### config.mk
export PLATFORM = sky130hd
export DESIGN_NAME = ti_share_lut_pipe_flat
export DESIGN_NICKNAME = d
export VERILOG_FILES = /design/src/rtl/ti_share_lut_pipe_if.sv /design/src/rtl/ti_share_lut_pipe.sv /design/src/flat_wrapper.sv
export SDC_FILE = /design/constraint.sdc
export NUM_CORES = 1
export LEC_CHECK = 0
export BUFFER_PORTS_ARGS = -buffer_cell sky130_fd_sc_hd__buf_2
export CAP_MARGIN = 30
export CORE_MARGIN = 2
export CORE_UTILIZATION = 35
export DETAILED_ROUTE_END_ITERATION = 16
export GPL_ROUTABILITY_DRIVEN = 0
export PLACE_DENSITY_LB_ADDON = 0.08
export REMOVE_ABC_BUFFERS = 1
export SYNTH_ARGS = -nofsm -noshare
export SYNTH_HDL_FRONTEND = slang
export SYNTH_SLANG_ARGS = --single-unit
### constraint.sdc
create_clock -name i_clk -period 3.99 [get_ports i_clk]
set_clock_uncertainty 0.1 [all_clocks]
set_input_delay 0.798 -clock i_clk [delete_from_list [all_inputs] [get_ports i_clk]]
set_output_delay 0.798 -clock i_clk [all_outputs]
set_load 0.05 [all_outputs]
### src/rtl/ti_share_lut_pipe_if.sv
// Streaming and table-configuration bundle for one TI share lookup pipeline.
// slave: the lookup block. master: whoever feeds it and loads its table.
interface ti_share_lut_pipe_if #(
    parameter int unsigned IN_W  = 8,
    parameter int unsigned OUT_W = 1
);
    logic             in_valid;
    logic             in_ready;
    logic [IN_W-1:0]  in_data;
    logic             out_valid;
    logic             out_ready;
    logic [OUT_W-1:0] out_data;
    logic             cfg_we;
    logic [IN_W-1:0]  cfg_addr;
    logic [OUT_W-1:0] cfg_data;
    logic             cfg_lock;
    logic             locked;

    modport master (
        output in_valid, in_data, out_ready, cfg_we, cfg_addr, cfg_data, cfg_lock,
        input  in_ready, out_valid, out_data, locked
    );

    modport slave (
        input  in_valid, in_data, out_ready, cfg_we, cfg_addr, cfg_data, cfg_lock,
        output in_ready, out_valid, out_data, locked
    );
endinterface

### src/rtl/ti_share_lut_pipe.sv
// Pipelined, runtime-loadable lookup for one coordinate function of a TI S-box share.
// The concatenated input shares address a register table; the entry flows through
// PIPE elastic output stages with valid/ready backpressure. The table can be locked
// against further writes until the next reset.
module ti_share_lut_pipe #(
    parameter int unsigned              IN_W       = 8,
    parameter int unsigned              OUT_W      = 1,
    parameter int unsigned              PIPE       = 2,
    parameter logic [OUT_W*(2**IN_W)-1:0] TABLE_INIT = '0
) (
    input logic                   i_clk,
    input logic                   i_rst_n,
    ti_share_lut_pipe_if.slave    bus
);
    localparam int unsigned Entries = 2 ** IN_W;

    logic [OUT_W-1:0] r_table [Entries];
    logic             r_locked;
    logic [PIPE-1:0]  r_v;
    logic [OUT_W-1:0] r_d [PIPE];

    logic [PIPE-1:0]  w_load;
    logic             w_chain;
    logic [OUT_W-1:0] w_lookup;
    logic             w_accept;

    // Combinational read of the current table; same-edge writes are seen only afterwards.
    assign w_lookup = r_table[bus.in_data];
    assign w_accept = bus.in_valid && w_load[0];

    // Stage k may load when empty or when its content moves on this edge; walks back
    // from out_ready so in_ready never depends on in_valid.
    always_comb begin
        w_load  = '0;
        w_chain = bus.out_ready;
        for (int k = PIPE - 1; k >= 0; k--) begin
            w_chain   = !r_v[k] || w_chain;
            w_load[k] = w_chain;
        end
    end

    // Table storage: reload on reset, otherwise accept writes until locked.
    always_ff @(posedge i_clk) begin
        if (!i_rst_n) begin
            for (int a = 0; a < Entries; a++) begin
                r_table[a] <= TABLE_INIT[a*OUT_W +: OUT_W];
            end
        end else if (bus.cfg_we && !r_locked) begin
            r_table[bus.cfg_addr] <= bus.cfg_data;
        end
    end

    // One-way lock; a write in the locking cycle still lands since it checks the old value.
    always_ff @(posedge i_clk) begin
        if (!i_rst_n) begin
            r_locked <= 1'b0;
        end else if (bus.cfg_lock) begin
            r_locked <= 1'b1;
        end
    end

    // Elastic stage chain; data only moves with a valid item so a stalled output holds.
    always_ff @(posedge i_clk) begin
        if (!i_rst_n) begin
            r_v <= '0;
            r_d <= '{default: '0};
        end else begin
            if (w_load[0]) begin
                r_v[0] <= bus.in_valid;
            end
            if (w_accept) begin
                r_d[0] <= w_lookup;
            end
            for (int k = 1; k < PIPE; k++) begin
                if (w_load[k]) begin
                    r_v[k] <= r_v[k-1];
                    if (r_v[k-1]) begin
                        r_d[k] <= r_d[k-1];
                    end
                end
            end
        end
    end

    assign bus.in_ready  = w_load[0];
    assign bus.out_valid = r_v[PIPE-1];
    assign bus.out_data  = r_d[PIPE-1];
    assign bus.locked    = r_locked;

endmodule

### src/flat_wrapper.sv
// flat-port wrapper written by rule: the top's interface ports become plain ports
module ti_share_lut_pipe_flat 
#(
    parameter int unsigned              IN_W       = 8,
    parameter int unsigned              OUT_W      = 1,
    parameter int unsigned              PIPE       = 2,
    parameter logic [OUT_W*(2**IN_W)-1:0] TABLE_INIT = '0
)
  (i_clk, i_rst_n, bus_in_valid, bus_in_data, bus_out_ready, bus_cfg_we, bus_cfg_addr, bus_cfg_data, bus_cfg_lock, bus_in_ready, bus_out_valid, bus_out_data, bus_locked);
  ti_share_lut_pipe_if #(.IN_W(IN_W), .OUT_W(OUT_W)) bus_i ();
  input logic i_clk;
  input logic i_rst_n;
  input wire logic [$bits(bus_i.in_valid)-1:0] bus_in_valid;
  input wire logic [$bits(bus_i.in_data)-1:0] bus_in_data;
  input wire logic [$bits(bus_i.out_ready)-1:0] bus_out_ready;
  input wire logic [$bits(bus_i.cfg_we)-1:0] bus_cfg_we;
  input wire logic [$bits(bus_i.cfg_addr)-1:0] bus_cfg_addr;
  input wire logic [$bits(bus_i.cfg_data)-1:0] bus_cfg_data;
  input wire logic [$bits(bus_i.cfg_lock)-1:0] bus_cfg_lock;
  output wire logic [$bits(bus_i.in_ready)-1:0] bus_in_ready;
  output wire logic [$bits(bus_i.out_valid)-1:0] bus_out_valid;
  output wire logic [$bits(bus_i.out_data)-1:0] bus_out_data;
  output wire logic [$bits(bus_i.locked)-1:0] bus_locked;
  assign bus_i.in_valid = bus_in_valid;
  assign bus_i.in_data = bus_in_data;
  assign bus_i.out_ready = bus_out_ready;
  assign bus_i.cfg_we = bus_cfg_we;
  assign bus_i.cfg_addr = bus_cfg_addr;
  assign bus_i.cfg_data = bus_cfg_data;
  assign bus_i.cfg_lock = bus_cfg_lock;
  assign bus_in_ready = bus_i.in_ready;
  assign bus_out_valid = bus_i.out_valid;
  assign bus_out_data = bus_i.out_data;
  assign bus_locked = bus_i.locked;
  ti_share_lut_pipe #(.IN_W(IN_W), .OUT_W(OUT_W), .PIPE(PIPE), .TABLE_INIT(TABLE_INIT)) u_core (.i_clk(i_clk), .i_rst_n(i_rst_n), .bus(bus_i));
endmodule
==> impl_metrics.xml <==
<?xml version="1.0" encoding="UTF-8"?>
<metrics>
  <group name="run_status">
    <metric name="run_status" unit="">finished clean</metric>
  </group>
  <group name="clock_tree">
    <metric name="post-cts-setup-buffers" unit="">0</metric>
    <metric name="path_clk_slew" unit="ps">60</metric>
    <metric name="cts_resized" unit="">0</metric>
    <metric name="cts-hold-fix-buffers" unit="">0</metric>
    <metric name="cts_root_buf" unit="">sky130_fd_sc_hd__clkbuf_16</metric>
    <metric name="clk-insertion-delay-late" unit="ps">570</metric>
    <metric name="tritoncts" unit="">yes</metric>
    <metric name="max-clock-path-buffers" unit="">3</metric>
    <metric name="cts.sinks" unit="">261</metric>
    <metric name="cts-buffers-inserted" unit="">30</metric>
    <metric name="cts.htree.levels" unit="">1</metric>
  </group>
  <group name="yosys">
    <metric name="synthesis.area_per_instance" unit="um2">9.39</metric>
    <metric name="netlist_area" unit="um2">12300</metric>
    <metric name="yosysWarningCount" unit="">0</metric>
    <metric name="netlist_instances" unit="">1314</metric>
    <metric name="postSynthRegisterBits" unit="">261</metric>
    <metric name="synth.most_common_cell" unit="">sky130_fd_sc_hd__dfxtp_1</metric>
    <metric name="synth_cell_types" unit="">54</metric>
    <metric name="post-synth-top-area-cell" unit="">sky130_fd_sc_hd__dfxtp_1</metric>
    <metric name="synth_enable_flop_cells" unit="">0</metric>
    <metric name="synth_top_cells_by_area" unit="">sky130_fd_sc_hd__dfxtp_1, sky130_fd_sc_hd__o211ai_1, sky130_fd_sc_hd__o31ai_1, sky130_fd_sc_hd__mux4_2, sky130_fd_sc_hd__nand3_1</metric>
    <metric name="async_flop_share" unit="%">0</metric>
    <metric name="synth.cells.most_frequent" unit="">sky130_fd_sc_hd__dfxtp_1, sky130_fd_sc_hd__nand2_1, sky130_fd_sc_hd__o211ai_1, sky130_fd_sc_hd__o31ai_1, sky130_fd_sc_hd__nand3_1</metric>
    <metric name="fraction_of_synthesized_cell_area_taken_by_the_top_area_cell_type" unit="%">42.3</metric>
    <metric name="sequential_cell_area_fraction_in_the_yosys_report" unit="%">42.3</metric>
    <metric name="synth_top_flop_cell" unit="">sky130_fd_sc_hd__dfxtp_1</metric>
  </group>
  <group name="placed_design">
    <metric name="dp.final_hpwl" unit="um">24400</metric>
    <metric name="standard_cell_area_after_detailed_placement" unit="um2">12600</metric>
    <metric name="dp_cells" unit="">1692</metric>
    <metric name="buffer_ports.inserted" unit="">26</metric>
  </group>
  <group name="finish">
    <metric name="finalInstanceArea" unit="um2">13600</metric>
    <metric name="drive_gt1_share" unit="%">13.3</metric>
    <metric name="num-nets-final" unit="">1292</metric>
    <metric name="area_growth" unit="%">10.2</metric>
    <metric name="fin_cells" unit="">1746</metric>
  </group>
  <group name="critical_path">
    <metric name="kind_of_cell_with_the_highest_combined_delay_on_the_critical_path" unit="">buffers and inverters</metric>
    <metric name="worstSetupPathType" unit="">input port to flip-flop</metric>
    <metric name="cp.arrival" unit="ps">3230</metric>
    <metric name="cp.depth" unit="">8</metric>
    <metric name="critical_path.max_stage_delay" unit="ps">560</metric>
    <metric name="timing.reg2reg.worst_path_depth" unit="">7</metric>
    <metric name="rrSetupSlack" unit="ps">1650</metric>
    <metric name="crit_path_cell_trace" unit="">buf_4, buf_4, mux4_2, mux2i_1, a211oi_1, nor3_1, nor4_1, o31a_1</metric>
    <metric name="timing.rr.end" unit="">u_core.r_d[1]</metric>
    <metric name="cpMostUsedCell" unit="">sky130_fd_sc_hd__buf_4</metric>
    <metric name="cp_max_fo" unit="">35</metric>
    <metric name="library_cell_contributing_the_largest_single_delay_on_the_critical_path" unit="">sky130_fd_sc_hd__buf_4</metric>
    <metric name="endpoint_kind" unit="">flip-flop</metric>
    <metric name="origin_of_the_critical_flop_to_flop_path" unit="">u_core.r_table[184]</metric>
    <metric name="worst_setup_path_startpoint" unit="">bus_in_data[0]</metric>
    <metric name="timing.critical_path.to" unit="">u_core.r_d[1]</metric>
    <metric name="startpoint_type" unit="">input port</metric>
    <metric name="timing.critical_path.buf_inv" unit="">2</metric>
    <metric name="worst_ep_required_time" unit="ps">4350</metric>
  </group>
  <group name="sta">
    <metric name="setup_violations" unit="">0</metric>
    <metric name="grt_setup_unrepaired" unit="">false</metric>
    <metric name="setup-tns-final" unit="ps">0</metric>
    <metric name="fin_worst_hold_slack" unit="ps">326</metric>
    <metric name="timing_worst_slew_pin_value" unit="ps">1000</metric>
    <metric name="min_period_over_period" unit="%">71.9</metric>
    <metric name="maxClockFrequency" unit="GHz">0.348</metric>
    <metric name="final_hold_viol_count" unit="">0</metric>
    <metric name="slew_viol_final" unit="">0</metric>
    <metric name="slew_headroom" unit="%">32.8</metric>
    <metric name="period_needed" unit="ps">2870</metric>
  </group>
  <group name="global_routing">
    <metric name="antenna_found_initial" unit="">2</metric>
    <metric name="largest_net_degree_at_the_start_of_global_routing" unit="">171</metric>
    <metric name="globalRouteTotalUtil" unit="%">22.8</metric>
    <metric name="gr-total-overflow" unit="">0</metric>
    <metric name="grt_pass1_wl" unit="um">62600</metric>
    <metric name="via_count_of_the_first_global_routing_pass" unit="">9636</metric>
  </group>
  <group name="detailed_routing">
    <metric name="post_drt_wl_per_cell" unit="um">23.8</metric>
    <metric name="ant_nets" unit="">0</metric>
    <metric name="num_vias" unit="">10200</metric>
    <metric name="detailedRoute.firstPassIterationCount" unit="">5</metric>
    <metric name="detail_route.iter0.violations" unit="">890</metric>
    <metric name="vias_per_cell" unit="">5.84</metric>
    <metric name="drc" unit="">0</metric>
    <metric name="wirelength" unit="um">41500</metric>
  </group>
  <group name="die">
    <metric name="die_height" unit="um">192</metric>
    <metric name="fp-row-count" unit="">68</metric>
    <metric name="initial_core_util" unit="%">35.6</metric>
    <metric name="core" unit="um2">34600</metric>
    <metric name="die_w" unit="um">192</metric>
    <metric name="die_area" unit="um2">36800</metric>
    <metric name="boundaryPins" unit="">27</metric>
  </group>
  <group name="power_and_ir_drop">
    <metric name="max-vdd-ir-drop" unit="V">0.000313</metric>
    <metric name="p_leak" unit="uW">0.00432</metric>
    <metric name="powerDensity" unit="nW/um2">416</metric>
  </group>
  <group name="worst_hold_path">
    <metric name="min_delay_path_depth" unit="">2</metric>
    <metric name="min_path_type" unit="">input port to flip-flop</metric>
  </group>
  <group name="job">
    <metric name="cap_violations" unit="">0</metric>
  </group>
</metrics>
-- area by class of cell --
type | count | area (um2)
fill | 3459 | 21000
multi-input combinational | 905 | 6360
sequential | 261 | 5230
clock buffer | 49 | 933
tap | 455 | 569
timing repair buffer | 66 | 474
inverter | 5 | 23.8
clock inverter | 3 | 15.0
antenna | 2 | 5.00
-- layout by cell type, fill, tap and decap left out, types with 3 or more instances in the layout --
| cell type | instances |
|---|---|
| sky130_fd_sc_hd__dfxtp_1 | 261 |
| sky130_fd_sc_hd__nand2_1 | 144 |
| sky130_fd_sc_hd__o211ai_1 | 143 |
| sky130_fd_sc_hd__o31ai_1 | 143 |
| sky130_fd_sc_hd__nand3_1 | 131 |
| sky130_fd_sc_hd__o21ai_0 | 112 |
| sky130_fd_sc_hd__mux4_2 | 43 |
| sky130_fd_sc_hd__buf_4 | 36 |
| sky130_fd_sc_hd__clkbuf_16 | 31 |
| sky130_fd_sc_hd__nor2_1 | 27 |
| sky130_fd_sc_hd__buf_2 | 26 |
| sky130_fd_sc_hd__mux2i_1 | 25 |
| sky130_fd_sc_hd__nor3_1 | 17 |
| sky130_fd_sc_hd__nor2b_1 | 14 |
| sky130_fd_sc_hd__nand2b_1 | 10 |
| sky130_fd_sc_hd__mux4_1 | 10 |
| sky130_fd_sc_hd__clkbuf_8 | 10 |
| sky130_fd_sc_hd__clkbuf_1 | 9 |
| sky130_fd_sc_hd__a21oi_1 | 8 |
| sky130_fd_sc_hd__nor4_1 | 6 |
| sky130_fd_sc_hd__a211oi_1 | 6 |
| sky130_fd_sc_hd__mux2_2 | 6 |
| sky130_fd_sc_hd__nand4_1 | 5 |
| sky130_fd_sc_hd__o21ai_1 | 5 |
| sky130_fd_sc_hd__o2111ai_1 | 4 |
| sky130_fd_sc_hd__a22oi_1 | 4 |
| sky130_fd_sc_hd__nor2_2 | 3 |
| sky130_fd_sc_hd__inv_1 | 3 |
| sky130_fd_sc_hd__o221ai_1 | 3 |
| sky130_fd_sc_hd__clkinv_2 | 3 |
| sky130_fd_sc_hd__buf_12 | 3 |
-- routing by layer --
| layer | track usage (%) | vias up | routed length [um] |
|---|---|---|---|
| li1 | - | 4945 | - |
| met1 | 32.2 | 4997 | 19700 |
| met2 | 36.4 | 206 | 19100 |
| met3 | 2.87 | 57 | 1690 |
| met4 | 6.21 | 0 | 937 |
| met5 | 0 | - | 0 |
-- state kept, by name, summed over array words and instances (netlist names) --
register / flops
u_core.r_table: 256
u_core.r_d: 1
u_core.bus.locked: 1
u_core.r_v: 2
u_core.bus.out_data: 1
-- logic make-up after synthesis --
logic type	Yosys count	share of synthesized area, %
AOI/OAI and AO/OA	443	24.5
buffers and inverters	148	6.29
DFF	261	42.3
muxes	84	12.6
and+or+nand+nor	378	14.3
-- stage by stage --
stage / power [uW] / utilization [%] / setup WS (ps)
floorplan: 2810 / - / -677
global placement: 3030 / 36.5 / 468
detailed placement: 3030 / 36.5 / 487
CTS: 5720 / 39.3 / 1080
global route: 5850 / 39.3 / 910
finish: 5660 / 39.3 / 1120
-- power breakdown --
| part | switching [uW] | total [uW] | internal (uW) |
|---|---|---|---|
| Combinational | 273 | 357 | 84.1 |
| Clock | 1110 | 2690 | 1580 |
| Sequential | 3.59 | 2610 | 2610 |
-- worst min path at each step --
| stage | slack (ps) | start | to |
|---|---|---|---|
| after global routing | 340 | bus_cfg_lock | u_core.bus.locked |
| after detailed placement | 350 | u_core.r_table[34] | u_core.r_table[34] |
| after CTS | 310 | bus_cfg_lock | u_core.bus.locked |
| final | 330 | bus_cfg_lock | u_core.bus.locked |
| after global placement | 340 | u_core.r_table[34] | u_core.r_table[34] |
| after floorplan | 330 | u_core.r_table[241] | u_core.r_table[241] |
Note: power is estimated with default switching activity, not from simulation.
